File: src/rtl/mod_arith_pkg.sv
// Shared constants, op encoding and stage-1 record for the modular add/sub pipeline.
package mod_arith_pkg;

    localparam int W_DEF = 14;
    localparam int Q_DEF = 12289;
    localparam int TAG_W_DEF = 4;

    localparam logic OP_ADD = 1'b0;
    localparam logic OP_SUB = 1'b1;

    typedef struct packed {
        logic                   op;
        logic [W_DEF:0]         raw;
        logic [TAG_W_DEF-1:0]   tag;
    } s1_rec_t;

endpackage

File: src/rtl/Full_Adder.sv
// One-bit full adder cell used to build the ripple-carry chains.
module Full_Adder (
    input  logic a,
    input  logic b,
    input  logic cin,
    output logic sum,
    output logic cout
);

    assign sum  = a ^ b ^ cin;
    assign cout = (a & b) | (cin & (a ^ b));

endmodule

File: src/rtl/rc_adder.sv
// N-bit ripple-carry adder chained from Full_Adder cells.
module rc_adder #(
    parameter int N = 14
) (
    input  logic [N-1:0] a,
    input  logic [N-1:0] b,
    input  logic         cin,
    output logic [N-1:0] sum,
    output logic         cout
);

    logic [N:0] c;

    assign c[0] = cin;
    assign cout = c[N];

    for (genvar i = 0; i < N; i++) begin : g_fa
        Full_Adder u_fa (
            .a    (a[i]),
            .b    (b[i]),
            .cin  (c[i]),
            .sum  (sum[i]),
            .cout (c[i+1])
        );
    end

endmodule

File: src/rtl/mod_add_sub.sv
// Two-stage modular adder/subtractor (a +/- b mod Q) with valid/ready on both sides.
// Subtraction is built only when MOD_ADD_SUB_SUB_EN is defined; otherwise every op is ADD.
module mod_add_sub
    import mod_arith_pkg::*;
#(
    parameter int W     = W_DEF,
    parameter int Q     = Q_DEF,
    parameter int TAG_W = TAG_W_DEF
) (
    input  logic             clk,
    input  logic             rst,
    input  logic             in_valid,
    output logic             in_ready,
    input  logic             in_op,
    input  logic [W-1:0]     in_a,
    input  logic [W-1:0]     in_b,
    input  logic [TAG_W-1:0] in_tag,
    output logic             out_valid,
    input  logic             out_ready,
    output logic [W-1:0]     out_r,
    output logic [TAG_W-1:0] out_tag
);

    localparam logic [W-1:0] QV    = W'(Q);
    localparam logic [W-1:0] NEG_Q = W'(~QV + 1'b1);

    logic         s1_valid;
    s1_rec_t      s1;
    logic         s1_load;
    logic         s2_load;

    logic         op_sub;
    logic [W-1:0] b_eff;
    logic         cin1;
    logic [W-1:0] sum1;
    logic         cout1;

    logic [W-1:0] addend;
    logic [W-1:0] sum2;
    logic         cout2;
    logic         take;
    logic [W-1:0] r_next;

`ifdef MOD_ADD_SUB_SUB_EN
    assign op_sub = in_op;
    assign b_eff  = in_op ? ~in_b : in_b;
    assign cin1   = in_op;
`else
    logic unused_op;
    assign unused_op = ^{in_op, s1.op};
    assign op_sub    = OP_ADD;
    assign b_eff     = in_b;
    assign cin1      = 1'b0;
`endif

    rc_adder #(.N(W)) u_s1_add (
        .a    (in_a),
        .b    (b_eff),
        .cin  (cin1),
        .sum  (sum1),
        .cout (cout1)
    );

    // ADD: raw >= Q iff raw overflowed W bits or raw[W-1:0] - Q carries out
`ifdef MOD_ADD_SUB_SUB_EN
    assign addend = (s1.op == OP_SUB) ? QV : NEG_Q;
    assign take   = (s1.op == OP_SUB) ? ~s1.raw[W]
                                      : (s1.raw[W] | cout2);
`else
    assign addend = NEG_Q;
    assign take   = s1.raw[W] | cout2;
`endif

    rc_adder #(.N(W)) u_s2_corr (
        .a    (s1.raw[W-1:0]),
        .b    (addend),
        .cin  (1'b0),
        .sum  (sum2),
        .cout (cout2)
    );

    assign r_next = take ? sum2 : s1.raw[W-1:0];

    assign s2_load  = s1_valid && (!out_valid || out_ready);
    assign in_ready = !s1_valid || s2_load;
    assign s1_load  = in_valid && in_ready;

    always_ff @(posedge clk) begin
        if (rst) begin
            s1_valid <= 1'b0;
            s1       <= '0;
        end else if (s1_load) begin
            s1_valid <= 1'b1;
            s1       <= '{op: op_sub, raw: {cout1, sum1}, tag: in_tag};
        end else if (s2_load) begin
            s1_valid <= 1'b0;
        end
    end

    always_ff @(posedge clk) begin
        if (rst) begin
            out_valid <= 1'b0;
            out_r     <= '0;
            out_tag   <= '0;
        end else if (s2_load) begin
            out_valid <= 1'b1;
            out_r     <= r_next;
            out_tag   <= s1.tag;
        end else if (out_ready) begin
            out_valid <= 1'b0;
        end
    end

endmodule

File: config.mk
export PLATFORM = sky130hd
export DESIGN_NAME = mod_add_sub
export DESIGN_NICKNAME = d
export VERILOG_FILES = /design/src/rtl/mod_arith_pkg.sv /design/src/rtl/Full_Adder.sv /design/src/rtl/rc_adder.sv /design/src/rtl/mod_add_sub.sv
export SDC_FILE = /design/constraint.sdc
export NUM_CORES = 1
export LEC_CHECK = 0
export CORE_MARGIN = 1
export CORE_UTILIZATION = 48
export CTS_CLUSTER_DIAMETER = 40
export CTS_CLUSTER_SIZE = 28
export DETAILED_ROUTE_END_ITERATION = 8
export DONT_BUFFER_PORTS = 1
export MAX_ROUTING_LAYER = met4
export SYNTH_ARGS = -nofsm -noshare
export SYNTH_HDL_FRONTEND = slang
export SYNTH_HIERARCHICAL = 1
export SYNTH_SLANG_ARGS = --single-unit
File: constraint.sdc
create_clock -name clk -period 16.2 [get_ports clk]
set_input_delay 2.43 -clock clk [delete_from_list [all_inputs] [get_ports clk]]
set_output_delay 2.43 -clock clk [all_outputs]
set_load 0.01 [all_outputs]
Word level (Yosys, flattened, before mapping)
Cells that the tools add are included.
{"block": "classes", "n_mux": 5, "bitwise": 117, "reduce_logical": 8}
{"cell": "bitwise AND 1 bit", "count": 40}
{"cell": "bitwise XOR 1 bit", "count": 40}
{"cell": "OR 1 bit", "count": 25}
{"cell": "2-to-1 mux 14 bit", "count": 1}
{"cell": "inverter 1 bit", "count": 12}
{"cell": "2-to-1 mux 1 bit", "count": 4}
{"cell": "nonzero test 2 bit", "count": 2}
{"cell": "logical AND 1 bit", "count": 2}
{"cell": "logical NOT 1 bit", "count": 2}
{"cell": "logical OR 1 bit", "count": 2}
{"block": "word_totals", "reg_bits": 39, "in_bits": 37, "word_cells": 136}

Depth between registers and ports, before layout
{"block": "depth", "ltp_word": 27, "mapped_depth": 18}

Hierarchy
Netlist, hierarchy kept.
{"mod": "mod_add_sub", "instances": 1, "cells_each": 192, "area_per_inst_um2": 1759.2, "seq_area_each_um2": 780.7}
{"mod": "Full_Adder", "instances": 28, "cells_each": 1, "area_per_inst_um2": 20.0, "seq_area_each_um2": 0.0}

Worst setup path before layout
Ideal clock, no wire load.
{"block": "synth_timing", "kind": "input to register", "startpoint": "input port in_a[0]", "endpoint": "register s1[17] (netlist bit)", "setup_time_ns": 0.072, "t_arrival_ns": 8.037, "required_time_ns": 16.128, "setup_slack_ns": 8.092, "cell_stages": 16, "path_buffers": 0, "cell_sequence": "fa_1 -> fa_1 -> fa_1 -> fa_1 -> fa_1 -> fa_1 -> fa_1 -> fa_1 -> fa_1 -> fa_1 -> fa_1 -> fa_1 -> fa_1 -> fa_1 -> nand2b_1 -> mux2i_1"}
{"block": "synth_between", "elab_chain_len": 26}
{"item": "start: declaration", "line": "mod_add_sub.sv:15", "source": "input logic [W-1:0] in_a,"}
{"item": "bitwise AND 1 bit (2 in series)", "line": "Full_Adder.sv:11", "source": "assign cout = (a & b) | (cin & (a ^ b));"}
{"item": "OR 1 bit", "line": "Full_Adder.sv:11"}
{"item": "via u_s1_add.c[2]", "line": "rc_adder.sv:12", "source": "logic [N:0] c;"}
{"item": "bitwise AND 1 bit", "line": "Full_Adder.sv:11"}
{"item": "OR 1 bit", "line": "Full_Adder.sv:11"}
{"item": "via u_s1_add.c[3]", "line": "rc_adder.sv:12"}
{"item": "bitwise AND 1 bit", "line": "Full_Adder.sv:11"}
{"item": "OR 1 bit", "line": "Full_Adder.sv:11"}
{"item": "via u_s1_add.c[4]", "line": "rc_adder.sv:12"}
{"item": "[... 2 more ...]"}
{"item": "via u_s1_add.c[5]", "line": "rc_adder.sv:12"}
{"item": "[... 2 more ...]"}
{"item": "via u_s1_add.c[6]", "line": "rc_adder.sv:12"}
{"item": "[... 2 more ...]"}
{"item": "via u_s1_add.c[7]", "line": "rc_adder.sv:12"}
{"item": "[... 2 more ...]"}
{"item": "via u_s1_add.c[8]", "line": "rc_adder.sv:12"}
{"item": "[... 2 more ...]"}
{"item": "via u_s1_add.c[9]", "line": "rc_adder.sv:12"}
{"item": "[... 2 more ...]"}
{"item": "via u_s1_add.c[10]", "line": "rc_adder.sv:12"}
{"item": "[... 2 more ...]"}
{"item": "via u_s1_add.c[11]", "line": "rc_adder.sv:12"}
{"item": "bitwise AND 1 bit", "line": "Full_Adder.sv:11"}
{"item": "OR 1 bit", "line": "Full_Adder.sv:11"}
{"item": "via u_s1_add.c[12]", "line": "rc_adder.sv:12"}
{"item": "bitwise AND 1 bit", "line": "Full_Adder.sv:11"}
{"item": "OR 1 bit", "line": "Full_Adder.sv:11"}
{"item": "via u_s1_add.c[13]", "line": "rc_adder.sv:12"}
{"item": "bitwise XOR 1 bit", "line": "Full_Adder.sv:10", "source": "assign sum = a ^ b ^ cin;"}
{"item": "via sum1[13]", "line": "mod_add_sub.sv:35", "source": "logic [W-1:0] sum1;"}
{"item": "end signal: assignment", "line": "mod_add_sub.sv:94", "source": "s1 <= '{op: op_sub, raw: {cout1, sum1}, tag: in_tag};"}
{"item": "end: declaration", "line": "mod_add_sub.sv:28", "source": "s1_rec_t s1;"}
The timed path passes the listed nets, and every way through them passes these cells.
A chain may end at the register's enable or synchronous reset.

Worst setup path in the final report
Same ends and word-level chain as after synthesis.

==> run metrics <==
CP cell instances=fa_1, fa_1, fa_1, fa_1, fa_1, fa_1, fa_1, fa_1, fa_1, fa_1, fa_1, fa_1, fa_1, fa_1, nand2b_1, mux2i_1; largest net degree at the start of global routing=59; pre-CTS WS=7.867 ns; cells after synthesis=220; Vias=around 1500; CP Launch Type=input port; crit-path leading delay family=adder cells; Worst Reg2Reg Path Length in Cells=17; layout cells sized above 1=~5.3%; Hold EP=s1[0]; area growth from synthesis to layout=6.850%; Clock Latency Late Sink=around 0.28 ns; placed cell area=0.002346 mm2; Req. time, crit path=roughly 16 ns; crit-path max cell delay=about 0.49 ns; Total GRT Usage=between 10% and 20%; setup repair after global routing missed its margin=no; Synth cell types=21; CTS Hold Bufs=0; #FFs+latches synth=39; DP HPWL=3133 um; first-pass GRT wire length=roughly 7000 um; cell accounting for the most synthesized area=dfxtp_1; Slew HR=42.49%; die area=0.005115 mm2; Crit path top cell by count=fa_1; Cell Count, Final, Fillers Out=279; initial antenna violation count=0; htree depth=2; f_max=between 100 and 150 MHz; setup bufs post-CTS=0; core area=0.004504 mm2; Max clock buf depth=2; post-DR wirelength/cell=14.62 um; setup ws final=~8.2 ns; Final TNS setup=0 ns; post-layout instance area=0.002479 mm2; I/O Pins=57; critical path peak fanout=1; Placer Congestion=0.7315; Initial Util=51.50%; status=completed; Area contributors post-synth=dfxtp_1 (34%), fa_1 (24%), nand2b_1 (11%); Post-Synth Adder-Cell Area=24.16%; die span in x=approximately 70 um; mux contribution to synthesized area=8.198%; Hold Crit Class=reg2reg; Post-Syn Area=about 0.0023 mm2; WL final=4078 um; Final Hold Fails=0; initial drt markers=67; Synth top area share=33.66%; HP Start=s1[0]; PortBufs=0; TritonCTS clock tree=done; post-synthesis sequential area ratio=33.66%; Worst Setup End Kind=flip-flop; reg-to-reg slack, setup=9.09 ns; Mapped Avg Cell Area=~11 um2; Crit Reg-Reg Endpoint=out_r[9]; Leak=0.9379 nW; Slowest-stage cell, CP=fa_1; CP startpoint=in_a[0]; Simple-Gate Fraction of Synth Area=between 10 and 15%; Slew Viols, Final=0; hold depth=2; largest family of logic cells by synthesized area=adder cells; worst reg2reg path startpoint=s1[4]; Residual DRC=0; area share of xor/xnor cells in the synthesized design=0%; Worst Path Class, Setup=in2reg; vias per cell=5.358; vias in the first global route=1582; die height=71.52 um; Nets=291; n_diodes=0; cts repair resizes=0; Synth Area in Compound Gates=14.24%; clk slew on worst S/H paths=0.07 ns; Final min period=about 8.0 ns; Num Clock Sinks=39; actual slew at the worst max-slew pin=0.8594 ns; Detailed Routing Iterations Pass 1=4; Bufs and invs on worst path=0; placed cell count=271; Routed Antenna Nets=0; Power per Cell Area=100.8 mW/mm2; clk_skew=0.003624 ns; Critical Path AT=8.24 ns; Final setup viols=0; Synthesis Warnings=6; MaxCap Viol Count=0; crit share post-route=approximately half; GRT overflow=0; root buf cell=clkbuf_8; Worst VDD drop=47.13 uV; Row Count=24; Pwr Total=0.0002499 W; Num CTS Buffers=5
==> cells in the mapped netlist (all sizes together) <==
cell type / n
a21oi: 20
dfxtp: 39
fa: 28
nand2b: 39
o21ai: 18
nor2: 3
nand2: 15
conb: 2
inv: 1
nor2b: 1
clkbuf: 8
a21boi: 1
nand3: 4
mux2i: 19
a311oi: 14
buf: 8
==> per-stage QoR <==
step / util (%) / hold WS (ns)
floorplan: - / 0.4442
global placement: 52.08 / 0.4605
detailed placement: 52.08 / 0.4752
CTS: 55.03 / 0.4848
global route: 55.03 / 0.4977
finish: 55.03 / 0.4801
==> cell type report <==
class                      count  area, um2
fill                         414       2026
multi-input combinational    178       1489
sequential                    39      780.7
clock buffer                   6      72.57
tap                           52      65.06
clock inverter                 2      60.06
timing repair buffer           1      7.507
inverter                       1      3.754
==> how the worst max path moves through the flow <==
stage | end | slack (ns) | cells past startpoint
2_1_floorplan | s1[17] | 8.09 | 16
3_3_place_gp | s1[17] | 7.89 | 16
3_5_place_dp | s1[17] | 7.87 | 16
4_1_cts | s1[17] | 8.16 | 16
5_1_grt | s1[17] | 7.93 | 16
6_report | s1[17] | 8.18 | 16
==> layout by cell type, fill, tap and decap left out, drive strengths merged <==
cell type,n
nor2,3
fa,28
a21oi,20
nor2b,1
nand2,15
buf,1
nand3,4
bufinv,2
a21boi,1
clkbuf,6
nand2b,39
a311oi,14
o21ai,18
mux2i,19
dfxtp,39
conb,16
inv,1
==> tightest hold or removal path: cells and delay by family (launching register included) <==
family | cells | cell delay, ns
flip-flops | 1 | 0.32
AND/OR/NAND/NOR | 1 | 0.06
multiplexers | 1 | 0.05
==> layer usage <==
layer | wire length, um | up-vias | track usage (%)
li1 | - | 745 | -
met1 | 1896 | 690 | 22.66
met2 | 1829 | 55 | 28.78
met3 | 295 | 5 | 5.345
met4 | 57 | 0 | 8.061
met5 | 0 | - | -
==> registers in the layout, indices dropped and copies added, names as in the netlist <==
signal     count
out_valid      1
out_r         14
out_tag        4
s1            19
s1_valid       1
==> report_power, final <==
group	switching (W)	internal [W]	total (W)
clock	0.0000313	0.0000615	0.0000929
sequential	0.0000103	0.000104	0.000114
combinational	0.0000222	0.0000204	0.0000426
==> kinds of logic (layout without fill, tap and decap cells) <==
group,count (synthesis),in the layout
AND/OR/NAND/NOR,62,62
AO/OA/AOI/OAI,53,53
flip-flops,39,39
adder cells (fa/ha/maj),28,28
multiplexers,19,19
buffers and inverters,17,10
other,2,16
Power figures use the tool's default switching activity.
